$ cat src/rtl/clock_set_ctrl.sv
// rtl/clock_set_ctrl.sv - edit controller for set-time / set-alarm modes
//
// Captures the running time (m_load) or stored alarm (m_alarm) on mode entry,
// edits one field at a time from the select/increment buttons and commits with
// a single wr_time / wr_alarm strobe on mode exit. An edit left idle for
// TIMEOUT cycles is abandoned (timeout_evt) without any write.
//
// Optional feature macro: CLK_SET_DEC_EN adds btn_dec and decrement editing.
//
// Ports:
//   m_clk, m_reset            clock, async active-high reset
//   m_load, m_alarm           mode bits from the mode FSM (alarm has priority)
//   btn_sel, btn_inc, btn_dec synchronized button levels (btn_dec optional)
//   cur_*, alm_*              running time / stored alarm (sec,min 6b; hour 5b)
//   edit_*                    working value being edited
//   field_sel                 0 = sec, 1 = min, 2 = hour
//   editing                   high while in an edit state
//   wr_time, wr_alarm         one-cycle commit strobes
//   timeout_evt               one-cycle pulse when an edit is abandoned

module clock_set_ctrl #(
    parameter int TIMEOUT = 64
) (
    input  logic       m_clk,
    input  logic       m_reset,
    input  logic       m_load,
    input  logic       m_alarm,
    input  logic       btn_sel,
    input  logic       btn_inc,
`ifdef CLK_SET_DEC_EN
    input  logic       btn_dec,
`endif
    input  logic [5:0] cur_sec,
    input  logic [5:0] cur_min,
    input  logic [4:0] cur_hour,
    input  logic [5:0] alm_sec,
    input  logic [5:0] alm_min,
    input  logic [4:0] alm_hour,
    output logic [5:0] edit_sec,
    output logic [5:0] edit_min,
    output logic [4:0] edit_hour,
    output logic [1:0] field_sel,
    output logic       editing,
    output logic       wr_time,
    output logic       wr_alarm,
    output logic       timeout_evt
);

    typedef enum logic [2:0] {
        S_IDLE, S_EDIT_T, S_EDIT_A, S_COMMIT_T, S_COMMIT_A, S_WAIT
    } state_t;

    localparam logic [7:0] TO_LAST = 8'(TIMEOUT - 1);

    state_t     state, state_nx;
    logic       sel_q, inc_q;
    logic [7:0] idle_cnt;
    logic       sel_p, inc_p, any_p, step_up, in_edit, expire;

    assign sel_p = btn_sel & ~sel_q;
    assign inc_p = btn_inc & ~inc_q;

`ifdef CLK_SET_DEC_EN
    logic dec_q, dec_p, step_dn;
    assign dec_p   = btn_dec & ~dec_q;
    // Increment and decrement in the same cycle cancel each other.
    assign step_up = inc_p & ~dec_p;
    assign step_dn = dec_p & ~inc_p;
    assign any_p   = sel_p | inc_p | dec_p;
`else
    assign step_up = inc_p;
    assign any_p   = sel_p | inc_p;
`endif

    assign in_edit = (state == S_EDIT_T) || (state == S_EDIT_A);
    assign expire  = in_edit && !any_p && (idle_cnt == TO_LAST);

    always_ff @(posedge m_clk or posedge m_reset) begin
        if (m_reset) state <= S_IDLE;
        else         state <= state_nx;
    end

    // Mode exit is tested before expiry so a late exit still commits.
    always_comb begin
        state_nx = state;
        case (state)
            S_IDLE: begin
                if (m_alarm)     state_nx = S_EDIT_A;
                else if (m_load) state_nx = S_EDIT_T;
            end
            S_EDIT_T: begin
                if (!m_load)     state_nx = S_COMMIT_T;
                else if (expire) state_nx = S_WAIT;
            end
            S_EDIT_A: begin
                if (!m_alarm)    state_nx = S_COMMIT_A;
                else if (expire) state_nx = S_WAIT;
            end
            S_COMMIT_T: state_nx = S_IDLE;
            S_COMMIT_A: state_nx = S_IDLE;
            S_WAIT: begin
                if (!m_load && !m_alarm) state_nx = S_IDLE;
            end
            default: state_nx = S_IDLE;
        endcase
    end

    always_ff @(posedge m_clk or posedge m_reset) begin
        if (m_reset) begin
            sel_q       <= 1'b0;
            inc_q       <= 1'b0;
`ifdef CLK_SET_DEC_EN
            dec_q       <= 1'b0;
`endif
            idle_cnt    <= 8'd0;
            edit_sec    <= 6'd0;
            edit_min    <= 6'd0;
            edit_hour   <= 5'd0;
            field_sel   <= 2'd0;
            editing     <= 1'b0;
            wr_time     <= 1'b0;
            wr_alarm    <= 1'b0;
            timeout_evt <= 1'b0;
        end else begin
            sel_q       <= btn_sel;
            inc_q       <= btn_inc;
`ifdef CLK_SET_DEC_EN
            dec_q       <= btn_dec;
`endif
            editing     <= (state_nx == S_EDIT_T) || (state_nx == S_EDIT_A);
            wr_time     <= (state_nx == S_COMMIT_T);
            wr_alarm    <= (state_nx == S_COMMIT_A);
            timeout_evt <= in_edit && (state_nx == S_WAIT);

            if (state == S_IDLE && state_nx == S_EDIT_A) begin
                // Out-of-range captured fields are clamped to 0.
                edit_sec  <= (alm_sec  > 6'd59) ? 6'd0 : alm_sec;
                edit_min  <= (alm_min  > 6'd59) ? 6'd0 : alm_min;
                edit_hour <= (alm_hour > 5'd23) ? 5'd0 : alm_hour;
                field_sel <= 2'd0;
                idle_cnt  <= 8'd0;
            end else if (state == S_IDLE && state_nx == S_EDIT_T) begin
                edit_sec  <= (cur_sec  > 6'd59) ? 6'd0 : cur_sec;
                edit_min  <= (cur_min  > 6'd59) ? 6'd0 : cur_min;
                edit_hour <= (cur_hour > 5'd23) ? 5'd0 : cur_hour;
                field_sel <= 2'd0;
                idle_cnt  <= 8'd0;
            end else if (in_edit) begin
                idle_cnt <= any_p ? 8'd0 : idle_cnt + 8'd1;
                // Select wins over a same-cycle increment/decrement.
                if (sel_p) begin
                    field_sel <= (field_sel == 2'd2) ? 2'd0 : field_sel + 2'd1;
                end else if (step_up) begin
                    case (field_sel)
                        2'd0: edit_sec  <= (edit_sec  == 6'd59) ? 6'd0 : edit_sec  + 6'd1;
                        2'd1: edit_min  <= (edit_min  == 6'd59) ? 6'd0 : edit_min  + 6'd1;
                        2'd2: edit_hour <= (edit_hour == 5'd23) ? 5'd0 : edit_hour + 5'd1;
                        default: ;
                    endcase
`ifdef CLK_SET_DEC_EN
                end else if (step_dn) begin
                    case (field_sel)
                        2'd0: edit_sec  <= (edit_sec  == 6'd0) ? 6'd59 : edit_sec  - 6'd1;
                        2'd1: edit_min  <= (edit_min  == 6'd0) ? 6'd59 : edit_min  - 6'd1;
                        2'd2: edit_hour <= (edit_hour == 5'd0) ? 5'd23 : edit_hour - 5'd1;
                        default: ;
                    endcase
`endif
                end
            end
        end
    end

endmodule

$ cat config.mk
export PLATFORM = sky130hd
export DESIGN_NAME = clock_set_ctrl
export DESIGN_NICKNAME = d
export VERILOG_FILES = /design/src/rtl/clock_set_ctrl.sv
export SDC_FILE = /design/constraint.sdc
export NUM_CORES = 1
export LEC_CHECK = 0
export BUFFER_PORTS_ARGS = -buffer_cell sky130_fd_sc_hd__buf_2
export CAP_MARGIN = 20
export CORE_MARGIN = 2
export CORE_UTILIZATION = 57
export DETAILED_ROUTE_END_ITERATION = 10
export PLACE_DENSITY = 0.83
export SYNTH_ARGS = -nofsm -noshare
export SYNTH_HDL_FRONTEND = slang
export SYNTH_SLANG_ARGS = --single-unit
$ cat constraint.sdc
create_clock -name m_clk -period 4.6 [get_ports m_clk]
set_clock_uncertainty 0.05 [all_clocks]
set_input_delay 0.46 -clock m_clk [delete_from_list [all_inputs] [get_ports m_clk]]
set_output_delay 0.46 -clock m_clk [all_outputs]
set_load 0.01 [all_outputs]
==> results.toml, run 1 <==
[cts]
cts_resized = 0
cts.path.max_buffers = 2
cts_root_buffer = "clkbuf_8"
clk_latency_ps = 290
clock_sinks = 36
holdBufCountCts = 0
cts_buffers = 5
clk_pin_slew_ps = 70
cts_max_level = 2
cts_tree = "built"
postCtsSetupBuffers = 0

[floorplan]
die-area_um2 = 4760
coreArea_um2 = 4030
die_y_um = 69.0
rows = 23
die_w_um = 69.0
start_util = 0.598
io-pin-count = 63

[synthesis]
synth_top_area_frac = 0.374
synth_edf_count = 0
synth-seq-cells = 36
avgSynthCellArea_um2 = 8.82
synth_area_leader_cell = "dfrtp_1"
synth_flop_cell = "dfrtp_1"
synthCells = 273
async_flop_share = 1.00
syn_area_um2 = 2410
synthDistinctLibCells = 57
yosysSeqAreaShare = 0.374
synth_area_leaders = "dfrtp_1, a21oi_1, nor2_1, nand2_1, o21ai_0"
yosys_warnings = 0
syn_nets = 317

[worst_setup_path]
required_ps = 4700
critPathCaptureType = "flip-flop"
crit_fanout = 18
arrival_ps = 2540
rrSetupSlack_ps = 2160
path_class = "flip-flop to flip-flop"
cp-start-kind = "flip-flop"

[sta]
setup_tns_ps = 0
max_freq_mhz = 410
period_share = 0.530
maxSlewViolCount = 0
period_needed_ps = 2440
rsz0062_at_grt = "false"
holdWs_ps = 210
worst_slack_ps = 2160
tightest_slew_ps = 679
timing_hold_violations_final = 0
setup_viol_count_final = 0
maxSlewHeadroom = 0.544

[final_layout]
drive_gt1_frac = 0.250
area_growth_pct = 16.2
fillers = 346
stdcell_area_um2 = 2800
fin_cells = 382
final_util = 0.694
fin_nets = 376
diodes = 0

[detailed_routing]
wl_per_cell_um = 16.4
wl_mm = 6.28
drtAntennaViolNets = 0
first_iter_violations = 355
drc = 0
viasPerCell = 6.48
vias = 2477
first_pass_iters = 6

[job]
cap_violations = 0

[grt]
grt_util_all_layers = 0.283
grt_pass1_vias = 2228
grt_overflow = 0
grt_pass1_wl_mm = 9.96
grt_max_degree = 37
grt_antenna_before_repair = 0

[place]
post-place-ws_ps = 2220
place.gp.congestion = 0.880
placed_area_um2 = 2720
placed_cells = 375
dp_hpwl_mm = 4.48
port-buffer-count = 62

[power_and_ir_drop]
ir_drop_mv = 0.350
p_per_area_nw_per_um2 = 638
total_power_mw = 1.78
cellLeakagePower_nw = 1.26

[outcome]
status = "finished, final reports clean"

[hold_path]
hold_class = "input port to asynchronous set/reset pin"
## worst max-delay path, cell delays in order, from the launching register on
cell and delay, ps:
dfrtp_1 550, nor4_2 620, and2_1 630, o31ai_1 160, a22oi_1 220, o21ai_1 80
## worst paths after layout
check,startpoint,endpoint,depth (start not counted)
setup / recovery,state[2],edit_hour[0],5
hold / removal,m_reset,edit_min[0],3
setup reg to reg,state[2],edit_hour[0],5
hold reg to reg,edit_sec[1],edit_sec[1],2
max in group asynchronous,m_reset,timeout_evt,3
min in group m_clk,btn_inc,inc_q,1
## flip-flops by register name, summed over array words and instances (netlist names)
name	count
field_sel	2
sel_q	1
edit_min	6
edit_hour	5
edit_sec	6
state	3
wr_alarm	1
timeout_evt	1
inc_q	1
editing	1
wr_time	1
idle_cnt	8
## cell families after synthesis
logic type	synth area share
adder cells (fa/ha/maj)	0.0208
buffers and inverters	0.0452
flip-flops	0.374
AO/OA/AOI/OAI	0.256
XOR/XNOR	0.0249
multiplexers	0.0125
AND/OR/NAND/NOR	0.267
## cells in the final DEF (no fill, tap or decap), types with 9 or more instances in the layout
cell type / instances
buf_2: 62
dfrtp_1: 36
a21oi_1: 32
nor2_1: 27
nand2_1: 23
o21ai_0: 15
inv_1: 9
a22oi_1: 9
## power breakdown
group	leakage (nW)	internal (mW)	switching, mW
registers	0.449	0.427	0.190
clock network	0.0410	0.103	0.111
logic	0.771	0.415	0.539
## per-layer routing
layer / routed length (um) / track usage / vias to the layer above / part of all wire
li1: - / - / 1137 / -
met1: 2430 / 0.350 / 1171 / 0.39
met2: 3210 / 0.463 / 140 / 0.51
met3: 461 / 0.0617 / 29 / 0.073
met4: 178 / 0.150 / 0 / 0.028
met5: 0 / 0 / - / 0
## final cells by class
| type | count | area, um^2 | share of cell area |
|---|---|---|---|
| Sequential cell | 36 | 901 | 0.322 |
| Timing Repair Buffer | 64 | 325 | 0.116 |
| Multi-Input combinational cell | 216 | 1400 | 0.500 |
| Inverter | 9 | 33.8 | 0.0121 |
| Clock buffer | 6 | 72.6 | 0.0259 |
| Tap cell | 50 | 62.6 | 0.0224 |
| Clock inverter | 1 | 5.00 | 0.00179 |
## cell usage after synthesis (3+ instances only)
| master | count |
|---|---|
| dfrtp_1 | 36 |
| a21oi_1 | 32 |
| nor2_1 | 27 |
| nand2_1 | 23 |
| o21ai_0 | 15 |
| a22oi_1 | 9 |
| inv_1 | 9 |
| and3_1 | 8 |
| nand3_1 | 8 |
| nand4_1 | 8 |
| nor3_1 | 6 |
| clkbuf_1 | 5 |
| o21ai_1 | 5 |
| xnor2_1 | 5 |
| a31oi_1 | 4 |
| buf_4 | 4 |
| ha_1 | 4 |
| nand2b_1 | 4 |
| nor2b_1 | 4 |
| nor3b_1 | 4 |
| a32oi_1 | 3 |
| mux2i_1 | 3 |
| or3_1 | 3 |
Power figures use the tool's default switching activity.
==> run 2: changes to the inputs <==
--- a/config.mk
+++ b/config.mk
@@ -8,9 +8,9 @@
 export BUFFER_PORTS_ARGS = -buffer_cell sky130_fd_sc_hd__buf_2
 export CAP_MARGIN = 20
 export CORE_MARGIN = 2
-export CORE_UTILIZATION = 57
+export CORE_UTILIZATION = 53
 export DETAILED_ROUTE_END_ITERATION = 10
-export PLACE_DENSITY = 0.83
+export PLACE_DENSITY = 0.78
 export SYNTH_ARGS = -nofsm -noshare
 export SYNTH_HDL_FRONTEND = slang
 export SYNTH_SLANG_ARGS = --single-unit
==> constraint.sdc (replaced) <==
create_clock -name m_clk -period 2.4 [get_ports m_clk]
set_clock_uncertainty 0.05 [all_clocks]
set_input_delay 0.24 -clock m_clk [delete_from_list [all_inputs] [get_ports m_clk]]
set_output_delay 0.24 -clock m_clk [all_outputs]
set_load 0.01 [all_outputs]
==> run 2 against run 1 <==
  * The run now ends with negative hold slack left
  * Highest routed layer unchanged
  * Sequential power up 90%
  * Sequential cell count unchanged
  * Setup slack worse by 1800 ps
  * Final cell count up 1.6%
  * Wire length down 5.5%
  * Critical path type unchanged
  * Critical endpoint is now edit_sec[0]
  * Largest power group unchanged
  * Via count down 4.3%
  * Die area up 7.1%
  * Clock power up 98%
  * Largest cell class unchanged
==> results.toml, run 2 (synthesized netlist as in run 1, its figures left out) <==
[floorplan]
coreArea_um2 = 4350
io-pin-count = 63
rows = 24
die_w_um = 71.4
die-area_um2 = 5100
die_y_um = 71.4
start_util = 0.553

[final_layout]
area_growth_pct = 17.6
regMostFlops = "idle_cnt"
drive_gt1_frac = 0.256
fin_cells = 388
final_cell_mix = "buf_2, dfrtp_1, a21oi_1"
fin_nets = 379
final_common_cell = "buf_2"
fillers = 361
multi_input_area_um2 = 1400
regArea_um2 = 901
top_regs = "idle_cnt (8), edit_min (6), edit_sec (6)"
largest_reg_flops = 8
final_util = 0.650
diodes = 0

[worst_setup_path]
required_ps = 2560
crit_buf_inv = 1
cp_top_family = "simple AND/OR/NAND/NOR gates"
critPathCaptureType = "flip-flop"
cpPeakStageDelay_ps = 550
worst-r2r-cell-count = 6
startpoint = "state[2]"
slowest_stage = "dfrtp_1"
path_depth = 6
cp-start-kind = "flip-flop"
r2r-start = "state[2]"
arrival_ps = 2230
crit_fanout = 13
path_class = "flip-flop to flip-flop"
rrSetupSlack_ps = 330
path_cells = "nor4_2 > and2_1 > buf_4 > and3_1 > o21ai_0 > a21oi_1"
reg2reg_to = "edit_sec[0]"
setup.worst_path.end = "edit_sec[0]"

[cts]
cts_tree = "built"
cts.path.max_buffers = 2
postCtsSetupBuffers = 0
holdBufCountCts = 0
cts_resized = 0
clk_pin_slew_ps = 80
clk_latency_ps = 290
cts_buffers = 5
cts_max_level = 2
cts_root_buffer = "clkbuf_8"
clock_sinks = 36

[power_and_ir_drop]
cellLeakagePower_nw = 1.28
ir_drop_mv = 0.607
total_power_mw = 3.42
p_per_area_nw_per_um2 = 1210

[sta]
holdWs_ps = -10.0
period_share = 0.862
setup_viol_count_final = 0
maxSlewViolCount = 0
timing_hold_violations_final = 20
period_needed_ps = 2070
maxSlewHeadroom = 0.589
rsz0062_at_grt = "false"
tightest_slew_ps = 615
max_freq_mhz = 483
setup_tns_ps = 0

[grt]
grt_antenna_before_repair = 0
grt_overflow = 0
grt_max_degree = 37
grt_pass1_wl_mm = 9.98
grt_pass1_vias = 2181
grt_util_all_layers = 0.242

[detailed_routing]
wl_mm = 5.93
drtAntennaViolNets = 0
first_iter_violations = 208
viasPerCell = 6.11
first_pass_iters = 4
wl_per_cell_um = 15.3
drc = 0
vias = 2370

[job]
cap_violations = 0

[outcome]
violations = "negative hold slack"
status = "finished, violations left"

[place]
place.gp.congestion = 0.955
placed_cells = 380
port-buffer-count = 62
dp_hpwl_mm = 4.30

[hold_path]
hold_class = "input port to asynchronous set/reset pin"
-- run 2: report_power, final --
part	internal, mW	switching (mW)
clock network	0.207	0.216
registers	0.818	0.347
logic	0.811	1.02
total	1.84	1.58
-- run 2: area by class of cell --
| cell class | instances | area share |
|---|---|---|
| Timing Repair Buffer | 67 | 0.123 |
| Tap cell | 52 | 0.0230 |
| Sequential cell | 36 | 0.318 |
| Clock buffer | 7 | 0.0270 |
| Multi-Input combinational cell | 216 | 0.494 |
| Clock inverter | 1 | 0.00309 |
| Inverter | 9 | 0.0119 |
-- run 2: stage by stage --
stage,worst slack (ps),cell area (um^2)
after floorplan,618,2410
final,330,2830
after global routing,163,2830
after detailed placement,363,2750
after global placement,402,2750
after CTS,342,2830
-- run 2: per-layer routing --
| metal | up-vias | wire, um | global-route usage |
|---|---|---|---|
| met4 | 0 | 119 | 0.0776 |
| li1 | 1146 | - | - |
| met2 | 87 | 2810 | 0.399 |
| met5 | - | 0 | 0 |
| met1 | 1121 | 2580 | 0.313 |
| met3 | 16 | 424 | 0.0619 |
-- run 2: how the worst min path moves through the flow --
stage | start | to | slack, ps | cells past startpoint
2_1_floorplan | btn_inc | inc_q | 220 | 0
3_3_place_gp | m_reset | edit_min[0] | 320 | 3
3_5_place_dp | btn_inc | inc_q | 320 | 1
4_1_cts | m_reset | edit_min[3] | 5 | 3
5_1_grt | btn_inc | inc_q | 10 | 1
6_report | m_reset | field_sel[1] | -10 | 3
-- run 2: worst reg2reg max path, cell delays in order (launching register included) --
cell	delay, ps
dfrtp_1	550
nor4_2	450
and2_1	320
buf_4	230
and3_1	160
o21ai_0	80
a21oi_1	150
